===== src/rtl/shared_ram_arb.sv =====
// Multi-channel arbiter in front of a single-port synchronous RAM: fixed-priority or round-robin grant.
// Define SHARED_RAM_ARB_AGE_EN to add per-channel wait counters that promote starved channels.
module shared_ram_arb #(
    parameter int NUM_CH   = 2,
    parameter int AW       = 12,
    parameter int DW       = 32,
    parameter int MODE     = 0,
    parameter int MAX_WAIT = 15
) (
    input  logic                               clk,
    input  logic                               rst,
    input  logic [NUM_CH-1:0]                  i_req,
    input  logic [NUM_CH*AW-1:0]               i_addr,
    input  logic [NUM_CH*DW-1:0]               i_wdata,
    input  logic [NUM_CH*(DW/8)-1:0]           i_wstrb,
    output logic [NUM_CH-1:0]                  o_gnt,
    output logic [NUM_CH-1:0]                  o_rvalid,
    output logic [DW-1:0]                      o_rdata,
    output logic                               o_ram_ce,
    output logic [AW-$clog2(DW/8)-1:0]         o_ram_addr,
    output logic [DW-1:0]                      o_ram_di,
    output logic [DW/8-1:0]                    o_ram_we,
    input  logic [DW-1:0]                      i_ram_do
);

    localparam int SL  = DW / 8;
    localparam int OFS = $clog2(SL);
    localparam int LW  = $clog2(NUM_CH);

    logic [LW-1:0]     last_gnt_q, last_gnt_d;
    logic [NUM_CH-1:0] rvalid_q, rvalid_d;
    logic [NUM_CH-1:0] is_wr;
    logic [NUM_CH-1:0] gnt_base;
    logic [NUM_CH-1:0] gnt_sel;
    logic [NUM_CH-1:0] gnt;
    logic              base_found;
    logic [AW-1:0]     addr_sel;
    logic [DW-1:0]     di_sel;
    logic [SL-1:0]     we_sel;
    logic              unused_addr;

    always_comb begin
        is_wr = '0;
        for (int unsigned n = 0; n < NUM_CH; n++) begin
            is_wr[n] = |i_wstrb[n*SL +: SL];
        end
    end

    // Round-robin search begins one past the last granted channel, wrapping.
    always_comb begin
        gnt_base   = '0;
        base_found = 1'b0;
        if (MODE == 0) begin
            for (int unsigned n = 0; n < NUM_CH; n++) begin
                if (!base_found && i_req[n]) begin
                    gnt_base[n] = 1'b1;
                    base_found  = 1'b1;
                end
            end
        end else begin
            for (int unsigned k = 1; k <= NUM_CH; k++) begin
                for (int unsigned n = 0; n < NUM_CH; n++) begin
                    if (!base_found && i_req[n] &&
                        (n == (32'(last_gnt_q) + k) % NUM_CH)) begin
                        gnt_base[n] = 1'b1;
                        base_found  = 1'b1;
                    end
                end
            end
        end
    end

`ifdef SHARED_RAM_ARB_AGE_EN
    logic [7:0]        wait_q [NUM_CH];
    logic [7:0]        wait_d [NUM_CH];
    logic [NUM_CH-1:0] urgent;
    logic [NUM_CH-1:0] gnt_urg;
    logic              urg_found;

    always_comb begin
        urgent    = '0;
        gnt_urg   = '0;
        urg_found = 1'b0;
        for (int unsigned n = 0; n < NUM_CH; n++) begin
            urgent[n] = i_req[n] && (wait_q[n] == 8'(MAX_WAIT));
            if (!urg_found && urgent[n]) begin
                gnt_urg[n] = 1'b1;
                urg_found  = 1'b1;
            end
        end
        gnt_sel = urg_found ? gnt_urg : gnt_base;
    end

    // Counters saturate at the threshold so a starved channel stays urgent until served.
    always_comb begin
        for (int unsigned n = 0; n < NUM_CH; n++) begin
            wait_d[n] = '0;
            if (i_req[n] && !gnt[n]) begin
                wait_d[n] = (wait_q[n] == 8'(MAX_WAIT)) ? wait_q[n] : wait_q[n] + 8'd1;
            end
        end
    end

    always_ff @(posedge clk) begin
        if (rst) begin
            for (int unsigned n = 0; n < NUM_CH; n++) begin
                wait_q[n] <= '0;
            end
        end else begin
            for (int unsigned n = 0; n < NUM_CH; n++) begin
                wait_q[n] <= wait_d[n];
            end
        end
    end
`else
    logic unused_max_wait;
    assign unused_max_wait = (MAX_WAIT != 0);
    assign gnt_sel         = gnt_base;
`endif

    assign gnt   = rst ? '0 : gnt_sel;
    assign o_gnt = gnt;

    always_comb begin
        addr_sel   = '0;
        di_sel     = '0;
        we_sel     = '0;
        last_gnt_d = last_gnt_q;
        for (int unsigned n = 0; n < NUM_CH; n++) begin
            if (gnt[n]) begin
                addr_sel   = i_addr[n*AW +: AW];
                di_sel     = i_wdata[n*DW +: DW];
                we_sel     = i_wstrb[n*SL +: SL];
                last_gnt_d = LW'(n);
            end
        end
    end

    assign rvalid_d    = gnt & ~is_wr;
    assign unused_addr = ^addr_sel;

    always_ff @(posedge clk) begin
        if (rst) begin
            last_gnt_q <= LW'(NUM_CH - 1);
            rvalid_q   <= '0;
        end else begin
            last_gnt_q <= last_gnt_d;
            rvalid_q   <= rvalid_d;
        end
    end

    // Gated as well as cleared so a read granted just before reset never reports.
    assign o_rvalid   = rst ? '0 : rvalid_q;
    assign o_rdata    = i_ram_do;
    assign o_ram_ce   = |gnt;
    assign o_ram_addr = addr_sel[AW-1:OFS];
    assign o_ram_di   = di_sel;
    assign o_ram_we   = we_sel;

endmodule


===== config.mk =====
export PLATFORM = sky130hd
export DESIGN_NAME = shared_ram_arb
export DESIGN_NICKNAME = d
export VERILOG_FILES = /design/src/rtl/shared_ram_arb.sv
export SDC_FILE = /design/constraint.sdc
export NUM_CORES = 1
export LEC_CHECK = 0
export BUFFER_PORTS_ARGS = -buffer_cell sky130_fd_sc_hd__buf_2
export CORE_AREA = 3 3 83 85
export CTS_CLUSTER_DIAMETER = 80
export DETAILED_ROUTE_END_ITERATION = 8
export DIE_AREA = 0 0 86 88
export GPL_TIMING_DRIVEN = 0
export MAX_ROUTING_LAYER = met4
export PLACE_DENSITY = 0.56
export SLEW_MARGIN = 15
export SYNTH_ARGS = -nofsm -noshare
export SYNTH_HDL_FRONTEND = slang
export SYNTH_SLANG_ARGS = --single-unit

===== constraint.sdc =====
create_clock -name clk -period 0.82 [get_ports clk]
set_clock_uncertainty 0.15 [all_clocks]
set_input_delay 0.041 -clock clk [delete_from_list [all_inputs] [get_ports clk]]
set_output_delay 0.041 -clock clk [all_outputs]
set_load 0.05 [all_outputs]

[Word level (Yosys, flattened, before mapping)]
Cells that the tools add are included.
Word-level totals
  bits of input ports: 132
  output and inout port bits: 83
  bits in registers: 2
  word-level logic and storage cells: 18
Cells by class
  reductions and logical operators: 5
  multiplexer cells: 10
  bitwise logic cells: 2
Operators by type and width (count)
  $mux W32: 2
  $mux W12: 2
  $mux W4: 2
  $reduce_or A4 Y1: 2
  $mux W2: 2
  $and A2 B2 Y2: 1
  $mux W1: 2
  $not A2 Y2: 1
  $reduce_or A2 Y1: 1
  $logic_and A1 B1 Y1: 1
  $logic_not A1 Y1: 1

[Logic depth before layout (Yosys ltp)]
Gate-level depths: netlist of the first run.
  depth after elaboration: 7
  mapped depth: 4
  gate-level depth less buffers: 2

[Least setup slack after synthesis of the first run]
OpenSTA, ideal clock, no wires.
  path kind: input to output
  start point: in i_req[0]
  end point: out o_ram_di[26]
  path buffers: 1
  required time: 0.629 ns
  stages on the path: 3
  slack: -0.455 ns
  arrival time: 1.084 ns
  cells stage by stage: nor3b_2 -> buf_2 -> a22o_1
Between the ends
  word-level cells in the longest chain between the ends: 6
  elaborated cells on any way between the ends: 7
  those cells by class: mux: 5; reduce/logical: 2
Ends and longest elaborated chain
  from (decl): line 12  | input logic [NUM_CH-1:0] i_req,
  $mux W1: line 55  | if (!base_found && i_req[n]) begin
  $logic_not A1 Y1: line 55
  $logic_and A1 B1 Y1: line 55
  $mux W1: line 55
  $mux W2: line 121  | assign gnt = rst ? '0 : gnt_sel;
  named net o_gnt[1]: line 16  | output logic [NUM_CH-1:0] o_gnt,
  $mux W32: line 130  | if (gnt[n]) begin
  to (decl): line 21  | output logic [DW-1:0] o_ram_di,
The timed path passes the listed nets, and every way through them passes these cells.

[Worst setup path after layout of the first run]
  start point: in i_req[1]
  end point: out o_ram_di[7]
Between the ends
  word-level cells in the longest chain between the ends: 4
Ends and longest elaborated chain (line)
  $logic_and A1 B1 Y1: 55
  $mux W1: 55
  $mux W2: 121
  $mux W32: 130
Every way passes these cells.

==> results of run 1 <==
[cell usage after synthesis (all sizes together)]
master / n
nor2b: 3
and2: 2
nor3b: 1
dfxtp: 2
buf: 42
nor2: 2
a22o: 46
nor4: 2
[cells by family (layout without fill, tap and decap cells)]
kind of cell	after synthesis	after routing	share of synthesized area
flops	2	2	0.0492
simple gates	10	10	0.0815
buf+inv	42	239	0.374
compound gates	46	46	0.495
[stage by stage]
stage / hold WS (ns) / total power [W] / utilization / std cells / area [µm²]
5_1_grt: 0.0167 / 0.00289 / 0.477 / 374 / 2990
4_1_cts: 0.0145 / 0.00275 / 0.466 / 370 / 2920
3_3_place_gp: 0.224 / 0.00191 / 0.344 / 355 / 2160
3_5_place_dp: 0.226 / 0.00192 / 0.344 / 355 / 2160
2_1_floorplan: -0.0101 / 0.00142 / - / 100 / 1170
6_report: 0.00963 / 0.00278 / 0.477 / 374 / 2990
[cell type report]
class                           count  area, µm²  area share
Tap cell                           77       96.3      0.0322
Buffer                             41        388       0.130
Timing Repair Buffer              195       1590       0.532
Sequential cell                     2       42.5      0.0142
Multi-Input combinational cell     56        833       0.278
Clock buffer                        3       41.3      0.0138
[routing by layer]
metal	wire length (µm)	GRT usage	vias up
met1	1850	0.139	698
met3	506	0.0113	0
met2	3200	0.249	114
li1	-	-	757
met4	0	0.0173	0
met5	0	-	-
[power by group through the flow]
stage / clock network (W) / logic [W] / registers (W)
final: 0.000387 / 0.00229 / 0.0000992
after global routing: 0.000403 / 0.00239 / 0.0000993
after CTS: 0.000396 / 0.00226 / 0.0000991
after detailed placement: 0 / 0.00182 / 0.000100
after global placement: 0 / 0.00181 / 0.000100
after floorplan: 0 / 0.00132 / 0.000100
[how the worst min path moves through the flow]
stage / startpoint / to / slack [ns] / cells past startpoint
6_report: i_wstrb[0] / rvalid_q[0] / 0.01 / 3
2_1_floorplan: rst / o_rvalid[0] / -0.01 / 1
4_1_cts: i_wstrb[0] / rvalid_q[0] / 0.01 / 3
3_5_place_dp: i_wstrb[7] / rvalid_q[1] / 0.23 / 3
5_1_grt: i_wstrb[0] / rvalid_q[0] / 0.02 / 3
3_3_place_gp: i_wstrb[7] / rvalid_q[1] / 0.22 / 3
[tightest hold or removal path, delay by kind of cell]
family        cells  cell delay, ns
buf+inv           1            0.10
simple gates      2            0.19
[timing repair]
action,in CTS,in global routing
setup endpoints to repair,50,52
buffers inserted,10,4
pin swaps,5,8
gates cloned,3,2
gates resized for setup,162,9
==> results_dict.tcl, run 1 <==
set metrics [dict create \
    required_ns 0.63 \
    crit_path_frequent_cell "buf_6" \
    timing.final.max_slew_violations 0 \
    globalRouteOverflowTotal 0 \
    cts_root_buf "clkbuf_8" \
    crit_path_start_kind "input port" \
    ys_seq_area_frac 0.0492 \
    commonest_non_fill_non_tap_cells_in_the_layout "buf_2 (124), buf_4 (40), buf_8 (37), a22o_4 (37), buf_6 (23)" \
    synth.ff_latch_count 2 \
    via_count 1569 \
    worst_path_max_delay_cell "a22o_4" \
    min_period_ns 1.23 \
    post_route_cells_drive_above_1_share 0.983 \
    final_layout_setup_total_negative_slack_ns -16.73 \
    critical_path_origin "i_req[1]" \
    core_area_um2 6280 \
    grt_usage 0.126 \
    period_share 1.50 \
    tritoncts "built" \
    drc 0 \
    detailed_place_hpwl_um 4130 \
    worst-endpoint-arrival_ns 1.04 \
    peakVddDrop_v 0.000623 \
    cts_hold_buf 0 \
    power.clock.fraction 0.139 \
    vias_in_the_first_global_route 1585 \
    switching_power_w 0.00133 \
    synth-warning-count 0 \
    timing.critical_path.slowest_cell_delay_ns 0.21 \
    avgSynthCellArea_um2 8.13 \
    yosys-top-cells-area "a22o_1 (50%), buf_4 (32%), dfxtp_1 (4.9%), buf_2 (3.7%), and2_1 (1.5%)" \
    path_clk_slew_ns 0.03 \
    critPathBufInv 5 \
    postSynthCellCount 100 \
    yosysTopAreaCellShare 0.495 \
    power.share.combinational 0.825 \
    outcome "complete, but fails checks" \
    levels_on_crit_path 7 \
    tritoncts.num_buffers 3 \
    dieWidth_um 86 \
    postRouteAntennaNets 0 \
    viasPerCell 4.20 \
    criticalPathCategory "input port to output port" \
    largest_register_ff_count 2 \
    leakagePower_nw 1.63 \
    final.setup.worst_slack_ns -0.409 \
    globalplace.congestion 0.671 \
    grt_max_degree 11 \
    timing.critical_path.cells "buf_6 > nor3b_4 > buf_6 > buf_12 > buf_16 > a22o_4 > buf_8" \
    die_height_um 88 \
    worstPathMaxFanout 5 \
    endpoint "o_ram_di[7]" \
    area.growth.synth_to_final_pct 268 \
    synthesis.area_um2 813 \
    fillerInstances 561 \
    grt_setup_unrepaired "yes" \
    min_delay_path_class "input port to flop" \
    drtIter0Drc 12 \
    ios 215 \
    clock_tree.buffer_depth 2 \
    relative_slew_slack 0.823 \
    finalHoldViolCount 0 \
    worst-slew-pin-transition_ns 0.268 \
    setup_viol_count_final 51 \
    failed_checks "setup timing" \
    yosys.cell_types.count 11 \
    layout.cells.most_common "buf_2" \
    timing.critical_path.to_type "output port" \
    top_register "rvalid_q" \
    max-cap-violations 0 \
    crit_family "buffers and inverters" \
    route.detailed.wl_per_inst_um 14.9 \
    num_antenna_cells 0 \
    fp.dieArea_um2 7570 \
    grt_pass1_wl_um 7400 \
    fmaxAchievable_mhz 814 \
    initial_core_util 0.130 \
    drt_wl_total_um 5560 \
    proportion_of_total_power_due_to_net_switching 0.479 \
    clock_tree.htree_level_count 1 \
    synth_largest_area_cell "a22o_1" \
    design.final.nets 431 \
    pwr_density_cell_nw_per_um2 928 \
    p_int_w 0.00145 \
    antenna_violations_before_repair 0 \
    reg.largest.list "rvalid_q: 2 flops" \
    dpl_worst_slack_ns -0.605 \
    port_buffers 178 \
    rows 29 \
    drt_pre_antenna_iters 4 \
    reg_power_frac 0.036 \
    syn-num-nets 232 \
    clock_sinks 2 \
]
Note: power is estimated with default switching activity, not from simulation.
==> run 2, diff against run 1 <==
--- a/config.mk
+++ b/config.mk
@@ -5,6 +5,7 @@
 export SDC_FILE = /design/constraint.sdc
 export NUM_CORES = 1
 export LEC_CHECK = 0
+export ABC_AREA = 1
 export BUFFER_PORTS_ARGS = -buffer_cell sky130_fd_sc_hd__buf_2
 export CORE_AREA = 3 3 83 85
 export CTS_CLUSTER_DIAMETER = 80
@@ -12,7 +13,7 @@
 export DIE_AREA = 0 0 86 88
 export GPL_TIMING_DRIVEN = 0
 export MAX_ROUTING_LAYER = met4
-export PLACE_DENSITY = 0.56
+export PLACE_DENSITY = 0.6
 export SLEW_MARGIN = 15
 export SYNTH_ARGS = -nofsm -noshare
 export SYNTH_HDL_FRONTEND = slang
==> constraint.sdc (replaced) <==
create_clock -name clk -period 1.3 [get_ports clk]
set_clock_uncertainty 0.15 [all_clocks]
set_input_delay 0.065 -clock clk [delete_from_list [all_inputs] [get_ports clk]]
set_output_delay 0.065 -clock clk [all_outputs]
set_load 0.05 [all_outputs]
==> run 2 against run 1 <==
The flow finishes with violations (hold timing); sequential power down 37%; synthesized cell count up 110%; sequential share of layout area up 0.28 points.
==> results_dict.tcl, run 2 <==
set metrics [dict create \
    min_period_ns 1.26 \
    crit_path_start_kind "input port" \
    min_delay_path_class "input port to flop" \
    dieWidth_um 86 \
    synthMostInstantiatedCell "nand2_1" \
    outcome "complete, but fails checks" \
    criticalPathCategory "input port to output port" \
    yosysTopAreaCellShare 0.317 \
    path_clk_slew_ns 0.03 \
    dominantRegCellSynth "dfxtp_1" \
    reg.largest.list "rvalid_q: 2 flops" \
    synth_largest_area_cell "nand2_1" \
    failed_checks "hold timing" \
    synth_compound_area_frac 0 \
    initial_core_util 0.179 \
    rows 29 \
    synth.ff_latch_count 2 \
    via_count 2056 \
    grt_pass1_wl_um 8250 \
    final.hold.worst_slack_ns -0.00350 \
    netlist_top_cells_count "nand2_1 (95), nand4_1 (46), buf_4 (35)" \
    area.sequential_um2 40.0 \
    cts_root_buf "clkbuf_8" \
    finalHoldViolCount 1 \
    synthesis.area_um2 1130 \
    pwr_density_cell_nw_per_um2 624 \
    finish.instance_area_um2 2350 \
    vias_in_the_first_global_route 1874 \
    period_share 0.970 \
    fmaxAchievable_mhz 793 \
    required_ns 1.09 \
    drc 0 \
    syn-num-nets 343 \
    synth-edff-count 0 \
    drt_pre_antenna_iters 4 \
    setup_viol_count_final 0 \
    postRouteAntennaNets 0 \
    largest_register_ff_count 2 \
    globalplace.congestion 0.709 \
    relative_slew_slack 0.735 \
    clock_sinks 2 \
    place_area_um2 2110 \
    timing.critical_path.to_type "output port" \
    worst-endpoint-arrival_ns 1.05 \
    clock_tree.buffer_depth 2 \
    globalRouteOverflowTotal 0 \
    area.growth.synth_to_final_pct 109 \
    leakagePower_nw 1.52 \
    yosys.area_share.simple 0.609 \
    avgSynthCellArea_um2 5.34 \
    tritoncts.num_buffers 3 \
    yosys-top-cells-area "nand2_1 (32%), nand4_1 (26%), buf_4 (23%), buf_6 (5.0%), buf_2 (4.9%)" \
    main_combinational_cell_family_by_area_after_synthesis "simple AND/OR/NAND/NOR gates" \
    design.final.nets 535 \
    area_share_of_xor_xnor_cells_in_the_synthesized_design 0 \
    top_register "rvalid_q" \
    yosys.cell_types.count 12 \
    grt_setup_unrepaired "no" \
    route.detailed.wl_per_inst_um 12.2 \
    final.setup.worst_slack_ns 0.0385 \
    synth_async_sr_flop_share 0 \
    synth.mux.area_fraction 0 \
    ios 215 \
    post_route_cells_drive_above_1_share 0.591 \
    ys_seq_area_frac 0.0356 \
    finalPower_w 0.00147 \
    drt_wl_total_um 5860 \
    detailed_place_hpwl_um 4590 \
    layout.cells.most_common "buf_2" \
    viasPerCell 4.30 \
    port_buffers 177 \
    die_height_um 88 \
    core_area_um2 6280 \
    timing.final.max_slew_violations 0 \
    max-cap-violations 0 \
    multi_input_area_um2 691 \
    tritoncts "built" \
    commonest_non_fill_non_tap_cells_in_the_layout "buf_2 (154), nand2_1 (95), buf_4 (65), nand4_1 (46), buf_6 (10)" \
    dpl_worst_slack_ns -0.0593 \
    grt_max_degree 11 \
    fp.dieArea_um2 7570 \
    peakVddDrop_v 0.000636 \
    postSynthCellCount 211 \
    adder_cell_share_of_the_synthesized_area 0 \
    antenna_violations_before_repair 0 \
    grt_usage 0.134 \
    synth-warning-count 0 \
    drtIter0Drc 33 \
    fillerInstances 695 \
    clock_tree.htree_level_count 1 \
    worst-slew-pin-transition_ns 0.397 \
    worstPathMaxFanout 2 \
    num_antenna_cells 0 \
]
-- run 2: changes by cell type after synthesis, moves of 2 or more --
cell / previous run / this run
nor4_1: 2 / 0
and2_1: 2 / 0
nor2_1: 2 / 8
buf_6: 1 / 5
nand4_1: 0 / 46
nor2b_1: 2 / 0
nand2_1: 0 / 95
inv_1: 0 / 5
a22o_1: 46 / 0
buf_2: 6 / 11
-- run 2: timing repair --
| action | in CTS | in global routing |
|---|---|---|
| hold endpoints to repair | 2 | 0 |
| gates cloned | 0 | 1 |
| hold buffers | 7 | 0 |
| resized for setup | 31 | 13 |
| endpoints found under the setup margin | 30 | 32 |
| buffers inserted | 0 | 2 |
-- run 2: per-stage QoR --
stage	utilization	TNS (ns)	hold slack, ns	std cells
6_report	0.375	0	-0.00350	478
5_1_grt	0.375	0	0.0197	478
4_1_cts	0.366	0	0.00153	475
3_5_place_dp	0.336	-0.892	0.179	465
3_3_place_gp	0.336	-0.429	0.176	465
2_1_floorplan	-	0	0.0529	211
-- run 2: cell type report --
| cell class | instances | area share |
|---|---|---|
| Timing Repair Buffer | 187 | 0.454 |
| Clock buffer | 3 | 0.0176 |
| Tap cell | 77 | 0.0410 |
| Inverter | 6 | 0.00958 |
| Multi-Input combinational cell | 151 | 0.294 |
| Sequential cell | 2 | 0.0170 |
| Buffer | 52 | 0.167 |
-- run 2: cells by family after synthesis --
family,Yosys count
buffers and inverters,58
DFF,2
and+or+nand+nor,151
-- run 2: final timing paths --
path                 endpoint  slack [ns]  depth (start not counted)       start
setup / recovery  o_ram_we[1]        0.04                          5  i_wstrb[5]
hold / removal    rvalid_q[1]      -0.004                          4  i_wstrb[7]
-- run 2: per-layer routing --
metal | share of wire | vias to the layer above | routed length, µm | GRT usage
li1 | - | 1057 | - | -
met1 | 0.39 | 889 | 2310 | 0.157
met2 | 0.52 | 108 | 3030 | 0.251
met3 | 0.084 | 2 | 493 | 0.0132
met4 | 0.0024 | 0 | 14 | 0.0187
met5 | 0 | - | 0 | -
-- run 2: power breakdown --
part | internal, W | switching, W | leakage [nW] | total [W]
logic | 0.000392 | 0.000772 | 1.48 | 0.00116
clock network | 0.000196 | 0.0000464 | 0.0216 | 0.000242
registers | 0.0000624 | 0.000000114 | 0.0161 | 0.0000625
total | 0.000650 | 0.000818 | 1.52 | 0.00147
-- run 2: worst max-delay path: stages --
cell           delay, ns
dlygate4sd3_1       0.52
buf_2               0.11
nand4_1             0.09
nand2_1             0.07
buf_4               0.19
==> run 3, diff against run 2 <==
--- a/config.mk
+++ b/config.mk
@@ -5,7 +5,7 @@
 export SDC_FILE = /design/constraint.sdc
 export NUM_CORES = 1
 export LEC_CHECK = 0
-export ABC_AREA = 1
+export ABC_AREA = 0
 export BUFFER_PORTS_ARGS = -buffer_cell sky130_fd_sc_hd__buf_2
 export CORE_AREA = 3 3 83 85
 export CTS_CLUSTER_DIAMETER = 80
@@ -13,7 +13,8 @@
 export DIE_AREA = 0 0 86 88
 export GPL_TIMING_DRIVEN = 0
 export MAX_ROUTING_LAYER = met4
-export PLACE_DENSITY = 0.6
+export PLACE_DENSITY = 0.54
+export SETUP_SLACK_MARGIN = 0.2
 export SLEW_MARGIN = 15
 export SYNTH_ARGS = -nofsm -noshare
 export SYNTH_HDL_FRONTEND = slang
==> run 3 against run 2 <==
The flow now finishes without violations; non-clock buffer count decreased by 6; clock power barely moved; largest power group unchanged; power increased by 14%; combinational power up 18%; first-iteration DRC count is 76% lower; critical path depth increased by 2.
==> results_dict.tcl, run 3 (synthesis results as in run 1) <==
set metrics [dict create \
    outcome "completed" \
    crit_path_start_kind "input port" \
    worst-endpoint-arrival_ns 1.02 \
    worst-slew-pin-transition_ns 0.277 \
    clock_tree.htree_level_count 1 \
    post_route_cells_drive_above_1_share 0.946 \
    peakVddDrop_v 0.000306 \
    core_area_um2 6280 \
    drt_pre_antenna_iters 4 \
    initial_core_util 0.130 \
    timing.critical_path.to_type "output port" \
    globalRouteOverflowTotal 0 \
    area.growth.synth_to_final_pct 238 \
    design.final.nets 428 \
    grt_max_degree 11 \
    largest_register_ff_count 2 \
    timing.final.max_slew_violations 0 \
    relative_slew_slack 0.817 \
    area.sequential_um2 40.0 \
    criticalPathCategory "input port to output port" \
    antenna_violations_before_repair 0 \
    timing.hold.worst_path_depth 3 \
    grt_usage 0.122 \
    layout.core_utilization 0.439 \
    dr_wl_met3_um 672 \
    port_buffers 178 \
    pwr_density_cell_nw_per_um2 608 \
    globalplace.congestion 0.711 \
    tritoncts "built" \
    via_count 1581 \
    min_to "rvalid_q[0]" \
    vias_in_the_first_global_route 1555 \
    required_ns 1.09 \
    drt_wl_total_um 5170 \
    detail_route.wirelength.met1_um 1700 \
    cts_root_buf "clkbuf_8" \
    fillerInstances 589 \
    place_area_um2 1850 \
    reg.largest.list "rvalid_q: 2 flops" \
    clock_tree.buffer_depth 2 \
    period_share 0.951 \
    stdcell_count 371 \
    detailroute.wirelength.met2_um 2790 \
    die_height_um 88 \
    layout.cells.most_common "buf_2" \
    final_layout_setup_total_negative_slack_ns 0 \
    num_antenna_cells 0 \
    path_clk_slew_ns 0.03 \
    place.detailed.instances 355 \
    commonest_non_fill_non_tap_cells_in_the_layout "buf_2 (126), buf_4 (45), buf_8 (34), a22o_4 (30), buf_6 (22)" \
    rows 29 \
    finalHoldViolCount 0 \
    min_from "i_wstrb[2]" \
    min_period_ns 1.24 \
    leakagePower_nw 1.53 \
    postRouteAntennaNets 0 \
    cts_hold_buf 0 \
    route.detailed.wl_per_inst_um 13.9 \
    detailed_place_hpwl_um 3870 \
    grt_setup_unrepaired "yes" \
    setup_viol_count_final 0 \
    drc 0 \
    max-cap-violations 0 \
    tritoncts.num_buffers 3 \
    finalPower_w 0.00167 \
    dieWidth_um 86 \
    drtIter0Drc 8 \
    min_delay_path_class "input port to flop" \
    finish.instance_area_um2 2750 \
    worstPathMaxFanout 6 \
    ios 215 \
    fmaxAchievable_mhz 809 \
    viasPerCell 4.26 \
    top_register "rvalid_q" \
    fp.dieArea_um2 7570 \
    clock_sinks 2 \
    multi_input_area_um2 758 \
    route.top_layer_used "met4" \
    grt_pass1_wl_um 7240 \
]
## run 3: changes by cell type in the layout (fill, tap and decap cells not counted), moves of 12 or more
| cell | previous run | this run |
|---|---|---|
| buf_6 | 10 | 22 |
| nand2_1 | 95 | 0 |
| buf_8 | 0 | 34 |
| a22o_4 | 0 | 30 |
| nand4_1 | 46 | 0 |
| buf_4 | 65 | 45 |
| buf_2 | 154 | 126 |
## run 3: worst max path at each step
stage                                to  slack, ns  cells after the start     start
final                     o_ram_addr[9]       0.06                      7  i_req[0]
after global routing      o_ram_addr[4]       0.02                      7  i_req[0]
after CTS                 o_ram_addr[4]       0.06                      7  i_req[0]
after detailed placement   o_ram_di[25]      -0.18                      6       rst
after global placement     o_ram_di[16]      -0.17                      6       rst
after floorplan            o_ram_di[26]       0.10                      3  i_req[0]
## run 3: routing by layer
| layer | GRT usage | up-vias |
|---|---|---|
| met3 | 0.0329 | 2 |
| met1 | 0.123 | 701 |
| met5 | - | - |
| li1 | - | 751 |
| met2 | 0.237 | 127 |
| met4 | 0.0173 | 0 |
## run 3: power by group
group	switching [W]	leakage (nW)	total [W]	internal, W
clock network	0.0000479	0.0216	0.000244	0.000196
logic	0.000770	1.50	0.00137	0.000598
registers	0.0000000712	0.0161	0.0000625	0.0000624
## run 3: worst max-delay path, stage by stage
cell     delay (ns)
buf_8          0.10
nor2b_4        0.13
buf_8          0.14
buf_6          0.12
buf_12         0.11
a22o_1         0.21
buf_6          0.15
## run 3: metrics by stage
step / hold slack, ns / setup WS, ns
finish: 0.0207 / 0.0633
CTS: 0.0202 / 0.0591
detailed placement: 0.240 / -0.177
global route: 0.0347 / 0.0241
floorplan: 0.0752 / 0.103
global placement: 0.235 / -0.175
## run 3: repair_timing
action                     in CTS  in global routing
pin swaps                      13                  3
gates resized for setup       181                  5
buffers inserted                9                  0
setup endpoints to repair      49                 49
cloned                          4                  0
## run 3: cell type report
| class | count | share of cell area |
|---|---|---|
| timing repair buffer | 191 | 0.532 |
| multi-input combinational | 56 | 0.275 |
| tap | 77 | 0.0350 |
| clock buffer | 3 | 0.0150 |
| sequential | 2 | 0.0145 |
| buffer | 42 | 0.128 |
